## src/rtl/onchip_mem_arbiter.sv

```systemverilog
// On-chip frame memory arbiter: shares one single-port 32-bit memory between the
// CPU data master and a sequential video scan-out stream with a small video FIFO.
module onchip_mem_arbiter #(
    parameter int unsigned ADDR_W = 17,
    parameter int unsigned DEPTH  = 76800,
    parameter int unsigned FIFO_D = 4
) (
    input  logic              clk,
    input  logic              reset_n,
    // CPU (Avalon-MM slave side)
    input  logic [ADDR_W-1:0] cpu_address,
    input  logic              cpu_read,
    input  logic              cpu_write,
    input  logic [3:0]        cpu_byteenable,
    input  logic [31:0]       cpu_writedata,
    output logic              cpu_waitrequest,
    output logic [31:0]       cpu_readdata,
    output logic              cpu_readdatavalid,
    // Video scan-out stream
    input  logic              vid_start,
    input  logic              vid_abort,
    input  logic              vid_ready,
    output logic              vid_valid,
    output logic [31:0]       vid_data,
    output logic              vid_frame_done,
    // Memory
    output logic [ADDR_W-1:0] mem_address,
    output logic              mem_chipselect,
    output logic              mem_write,
    output logic [3:0]        mem_byteenable,
    output logic [31:0]       mem_writedata,
    input  logic [31:0]       mem_readdata
);

    localparam int unsigned PtrW = $clog2(FIFO_D);
    localparam int unsigned CntW = PtrW + 1;
    localparam int unsigned OccW = CntW + 1;
    localparam logic [ADDR_W-1:0] LastAddr = ADDR_W'(DEPTH - 1);
    localparam logic [OccW-1:0]   OccMax   = OccW'(FIFO_D);

    typedef enum logic [1:0] {StIdle, StStream, StDrain} vid_state_e;

    vid_state_e        vid_state_q, vid_state_d;
    logic [ADDR_W-1:0] ptr_q, ptr_d;
    logic [31:0]       fifo_q [FIFO_D];
    logic [PtrW-1:0]   wr_ptr_q, rd_ptr_q;
    logic [CntW-1:0]   fifo_cnt_q;
    logic              vid_inflight_q;
    logic              cpu_tag_q;
    logic              cpu_oor_q;
    // Low while in reset and for the first cycle after release; holds off the CPU.
    logic              active_q;

    logic [OccW-1:0]   occ;
    logic              video_urgent, video_room, video_want;
    logic              cpu_req, cpu_oor;
    logic              vid_grant, cpu_grant;
    logic              fifo_push, fifo_pop;

    // Arbitration, decided from registered occupancy and the live CPU request
    always_comb begin
        occ          = OccW'(fifo_cnt_q) + OccW'(vid_inflight_q);
        video_urgent = occ <= OccW'(1);
        video_room   = occ < OccMax;
        cpu_req      = active_q & (cpu_read | cpu_write);
        cpu_oor      = 32'(cpu_address) >= DEPTH;
        vid_grant    = video_want & (video_urgent | ~cpu_req);
        cpu_grant    = cpu_req & ~vid_grant;
    end

    // Video FSM state register
    always_ff @(posedge clk or negedge reset_n) begin
        if (!reset_n) begin
            vid_state_q <= StIdle;
        end else begin
            vid_state_q <= vid_state_d;
        end
    end

    // Video FSM next state; abort overrides everything including a concurrent start
    always_comb begin
        vid_state_d = vid_state_q;
        unique case (vid_state_q)
            StIdle:   if (vid_start) vid_state_d = StStream;
            StStream: if (vid_grant && ptr_q == LastAddr) vid_state_d = StDrain;
            StDrain:  if (vid_frame_done) vid_state_d = StIdle;
            default:  vid_state_d = StIdle;
        endcase
        if (vid_abort) vid_state_d = StIdle;
    end

    // Video FSM outputs
    always_comb begin
        video_want     = (vid_state_q == StStream) & video_room;
        vid_frame_done = (vid_state_q == StDrain) & (fifo_cnt_q == '0) & ~vid_inflight_q;
    end

    // Scan pointer next value
    always_comb begin
        ptr_d = ptr_q;
        if (vid_abort || (vid_state_q == StIdle && vid_start)) begin
            ptr_d = '0;
        end else if (vid_grant) begin
            ptr_d = ptr_q + ADDR_W'(1);
        end
    end

    // Pointer, read tags and the post-reset enable
    always_ff @(posedge clk or negedge reset_n) begin
        if (!reset_n) begin
            ptr_q          <= '0;
            vid_inflight_q <= 1'b0;
            cpu_tag_q      <= 1'b0;
            cpu_oor_q      <= 1'b0;
            active_q       <= 1'b0;
        end else begin
            ptr_q          <= ptr_d;
            // A read issued in the abort cycle is orphaned rather than tagged
            vid_inflight_q <= vid_grant & ~vid_abort;
            cpu_tag_q      <= cpu_grant & cpu_read & ~cpu_write;
            cpu_oor_q      <= cpu_grant & cpu_oor;
            active_q       <= 1'b1;
        end
    end

    // Video FIFO control; a returning read during abort is dropped with the flush
    always_comb begin
        fifo_push = vid_inflight_q & ~vid_abort;
        fifo_pop  = vid_valid & vid_ready;
    end

    // FIFO pointers and occupancy
    always_ff @(posedge clk or negedge reset_n) begin
        if (!reset_n) begin
            wr_ptr_q   <= '0;
            rd_ptr_q   <= '0;
            fifo_cnt_q <= '0;
        end else if (vid_abort) begin
            wr_ptr_q   <= '0;
            rd_ptr_q   <= '0;
            fifo_cnt_q <= '0;
        end else begin
            if (fifo_push) wr_ptr_q <= wr_ptr_q + PtrW'(1);
            if (fifo_pop)  rd_ptr_q <= rd_ptr_q + PtrW'(1);
            fifo_cnt_q <= fifo_cnt_q + CntW'(fifo_push) - CntW'(fifo_pop);
        end
    end

    // FIFO storage; contents are masked by vid_valid so no reset is needed
    always_ff @(posedge clk) begin
        if (fifo_push) fifo_q[wr_ptr_q] <= mem_readdata;
    end

    // Memory command, CPU handshake and stream outputs
    always_comb begin
        mem_address    = '0;
        mem_chipselect = 1'b0;
        mem_write      = 1'b0;
        mem_byteenable = 4'h0;
        mem_writedata  = 32'h0;
        if (vid_grant) begin
            mem_address    = ptr_q;
            mem_chipselect = 1'b1;
            mem_byteenable = 4'hF;
        end else if (cpu_grant && !cpu_oor) begin
            mem_address    = cpu_address;
            mem_chipselect = 1'b1;
            mem_write      = cpu_write;
            mem_byteenable = cpu_write ? cpu_byteenable : 4'hF;
            mem_writedata  = cpu_write ? cpu_writedata : 32'h0;
        end

        cpu_waitrequest   = ~active_q | ((cpu_read | cpu_write) & ~cpu_grant);
        cpu_readdatavalid = cpu_tag_q;
        cpu_readdata      = (cpu_tag_q && !cpu_oor_q) ? mem_readdata : 32'h0;

        vid_valid = fifo_cnt_q != '0;
        vid_data  = vid_valid ? fifo_q[rd_ptr_q] : 32'h0;
    end

endmodule
```

## config.mk

```make
export PLATFORM = sky130hd
export DESIGN_NAME = onchip_mem_arbiter
export DESIGN_NICKNAME = d
export VERILOG_FILES = /design/src/rtl/onchip_mem_arbiter.sv
export SDC_FILE = /design/constraint.sdc
export NUM_CORES = 1
export LEC_CHECK = 0
export ABC_AREA = 1
export BUFFER_PORTS_ARGS = -buffer_cell sky130_fd_sc_hd__buf_4
export CAP_MARGIN = 30
export CORE_MARGIN = 2
export CORE_UTILIZATION = 45
export DETAILED_ROUTE_END_ITERATION = 10
export GPL_TIMING_DRIVEN = 0
export PLACE_DENSITY_LB_ADDON = 0.12
export SYNTH_ARGS = -nofsm -noshare
export SYNTH_HDL_FRONTEND = slang
export SYNTH_SLANG_ARGS = --single-unit
export TNS_END_PERCENT = 30
```

## constraint.sdc

```tcl
create_clock -name clk -period 2.8 [get_ports clk]
set_clock_uncertainty 0.05 [all_clocks]
set_input_delay 0.14 -clock clk [delete_from_list [all_inputs] [get_ports clk]]
set_output_delay 0.14 -clock clk [all_outputs]
set_load 0.005 [all_outputs]
```

==> qor.csv <==
metric,value,unit
routability congestion estimate,0.879,
RSZ-0062 raised after global routing,false,
Pre-antenna DRT Iters,7,
Sink Count,158,
"Remaining Overflow, GRT",0,
"commonest non-fill, non-tap cells in the layout","buf_4, nor2_1, edfxtp_1",
DR vias,6694,
final period utilization,92.7,%
Worst-Margin Slew,0.655,ns
CP cell instances,ha_1 > ha_1 > nand2_1 > nand2_1 > nor2_1 > nand2_4 > nand2_4 > clkinv_4 > nand2_4 > buf_6 > nand2_1 > buf_4,
area taken by multi-input logic gates,0.00271,mm^2
RR Endpoint,fifo_cnt_q[2],
Clock power frac,32.5,%
cell family with most CP delay,simple AND/OR/NAND/NOR gates,
VDD IR max,475,uV
final hold vios,0,
Period minus WS final,2.60,ns
Final WS setup,0.205,ns
final instance area,0.0108,mm^2
type of the tightest min-delay check,primary input to flop,
max_slew headroom,56.2,%
Netlist cell types,33,
routed len/inst,15.3,um
crit end category,output pin,
CTS Buf Count,17,
post-CTS setup buffer count,0,
DRT iter0 DRCs,514,
slowest CP cell,dfrtp_1,
Sw Pwr,2430,uW
hold_sp,vid_ready,
Core Region,0.0171,mm^2
Root Buffer,clkbuf_16,
GRT met2 Usage,39.4,%
Worst R2R Path Depth,10,
top post-synthesis cells by area,"edfxtp_1, nor2_1, dfrtp_1",
Comb power frac,31.4,%
Sw Ratio,32.5,%
synthesized area per cell,9.27,um^2
number of routed nets with antenna violations,0,
placed cell areas,0.00980,mm^2
# fillers,1446,
area taken by flip-flops and latches,0.00459,mm^2
vias in the first global route,6363,
post-synth top area share,49.3,%
critical path arrival,2.41,ns
Finished Core Util,63.0,%
initial core utilization,45.6,%
Crit Path Max Fanout,10,
"area leader, netlist",edfxtp_1,
first-pass GRT wire length,31800,um
IO Pins,215,
DP Wirelength,14100,um
die area,0.0184,mm^2
Hold Path Stages,3,
port buffer count,212,
crit start category,flop,
Ant. Diodes,0,
CTS tree,done,
share of layout cells above drive strength 1,27.9,%
sequential share of the synthesized area,58.9,%
CTS HTree Levels,4,
Internal,5050,uW
#FFs+latches synth,158,
sum of negative setup slack,0,ns
"Slew Viols, Final",0,
LEAKAGE,0.00469,uW
Max Clk Rate,385,MHz
Die W,136,um
Seq pwr share,36.1,%
Worst Hold End,rd_ptr_q[0],
Most Crowded Layer GR,met2,
total nets after synthesis,944,
clk buf depth,2,
status,completed,
met1 GRT Util,28.0,%
FF-to-FF setup slack,0.59,ns
worst r2r src,fifo_cnt_q[1],
# rows,48,
DR vias/cell,4.96,
crit path buf inv count,3,
nets@finish,1214,
die height,136,um
largest net degree at the start of global routing,31,
Post-Route WL,20600,um
CP startpoint,vid_inflight_q,
crit path kind,flop to output pin,
Max Cap Viol,0,
delay of the slowest cell on the worst path,0.42,ns
Tot GR Track Use,22.7,%
"commonest non-fill, non-tap cell in the layout",buf_4,
setup violators final,0,
Synth warnings,0,
Worst-path clk slew,0.07,ns
initial antenna violation count,0,
Area Growth Syn to Fin,38.2,%
Gate Count Post-Synth,841,
"Req. time, crit path",2.61,ns
power density cells,694,mW/mm^2
global routing met3 resource utilization,5.57,%
DP Worst Slack,0.593,ns
"Cell Area, Synth",0.00780,mm^2
Skew-Pair Late Insertion Delay,0.42,ns
DRC viols,0,
logic make-up after synthesis:
kind of cell	count (synthesis)	synth area share (%)
compound gates	132	8.57
xor+xnor	4	0.449
fa+ha+maj	11	1.86
buf+inv	124	6.77
flops	158	58.9
other cells	1	0.0481
simple gates	411	23.4
power by group through the flow:
stage	registers, uW	clock network [uW]	logic (uW)
floorplan	2740	0	1190
global placement	2750	0	2280
detailed placement	2750	0	2330
CTS	2700	2460	2370
global route	2710	2570	2600
finish	2700	2430	2350
worst register-to-register path, cell delays in order (launching register included):
cell and delay, ns:
dfrtp_1 0.42, nor2_1 0.15, nand2_1 0.14, nand2_1 0.16
inv_1 0.07, ha_1 0.27, inv_1 0.04, ha_1 0.18
fa_1 0.38, xor2_1 0.19, nor2_1 0.06
registers in the layout, summed over array words and instances (netlist names):
name and flops:
ptr_q 17, cpu_oor_q 1, active_q 1, vid_state_q 2, cpu_readdatavalid 1, vid_inflight_q 1
wr_ptr_q 2, rd_ptr_q 2, fifo_q 128, fifo_cnt_q 3
cell type report:
cell class | count | share of cell area, %
inverters | 81 | 2.87
repair buffers | 251 | 19.0
plain buffers | 43 | 2.03
flip-flops and latches | 158 | 42.6
multi-input cells | 559 | 25.1
clock buffers | 17 | 3.95
clock inverters | 15 | 1.82
well taps | 225 | 2.61
synth_stat cells, drive strengths merged:
| library cell | n |
|---|---|
| conb | 1 |
| nand4 | 10 |
| or2 | 5 |
| nand2 | 118 |
| nand3 | 36 |
| clkinv | 3 |
| inv | 78 |
| a31oi | 4 |
| nor2 | 239 |
| nor3b | 2 |
| xnor2 | 1 |
| nor3 | 1 |
| ha | 10 |
| fa | 1 |
| a21oi | 36 |
| buf | 17 |
| dfrtp | 30 |
| o31ai | 1 |
| edfxtp | 128 |
| xor2 | 3 |
| clkbuf | 26 |
| o21ai | 91 |
how the worst max path moves through the flow:
| stage | slack [ns] | endpoint | depth (start not counted) |
|---|---|---|---|
| after floorplan | 0.32 | fifo_q[2][0] | 4 |
| after global placement | -0.85 | fifo_q[1][9] | 4 |
| after detailed placement | 0.59 | fifo_cnt_q[2] | 10 |
| after CTS | 0.15 | mem_chipselect | 12 |
| after global routing | 0.03 | mem_chipselect | 12 |
| final | 0.20 | mem_chipselect | 12 |
per-stage QoR:
stage / power [uW] / instances / hold slack (ns)
global placement: 5030 / 1278 / 0.0494
floorplan: 3930 / 841 / -0.206
CTS: 7530 / 1349 / 0.000724
detailed placement: 5070 / 1282 / 0.0520
global route: 7870 / 1349 / 0.0109
finish: 7480 / 1349 / 0.00205
repair_timing:
| item | 4_1_cts | 5_1_grt |
|---|---|---|
| hold endpoints to repair | 166 | 0 |
| hold buffers | 35 | 0 |
| gates resized for setup | 0 | 0 |
metal layers:
| metal | share of wire, % | vias to the layer above |
|---|---|---|
| li1 | - | 3306 |
| met1 | 41 | 3085 |
| met2 | 50 | 283 |
| met3 | 7.7 | 20 |
| met4 | 1.1 | 0 |
| met5 | 0 | - |
No activity file was read; power rests on OpenSTA's default activity.
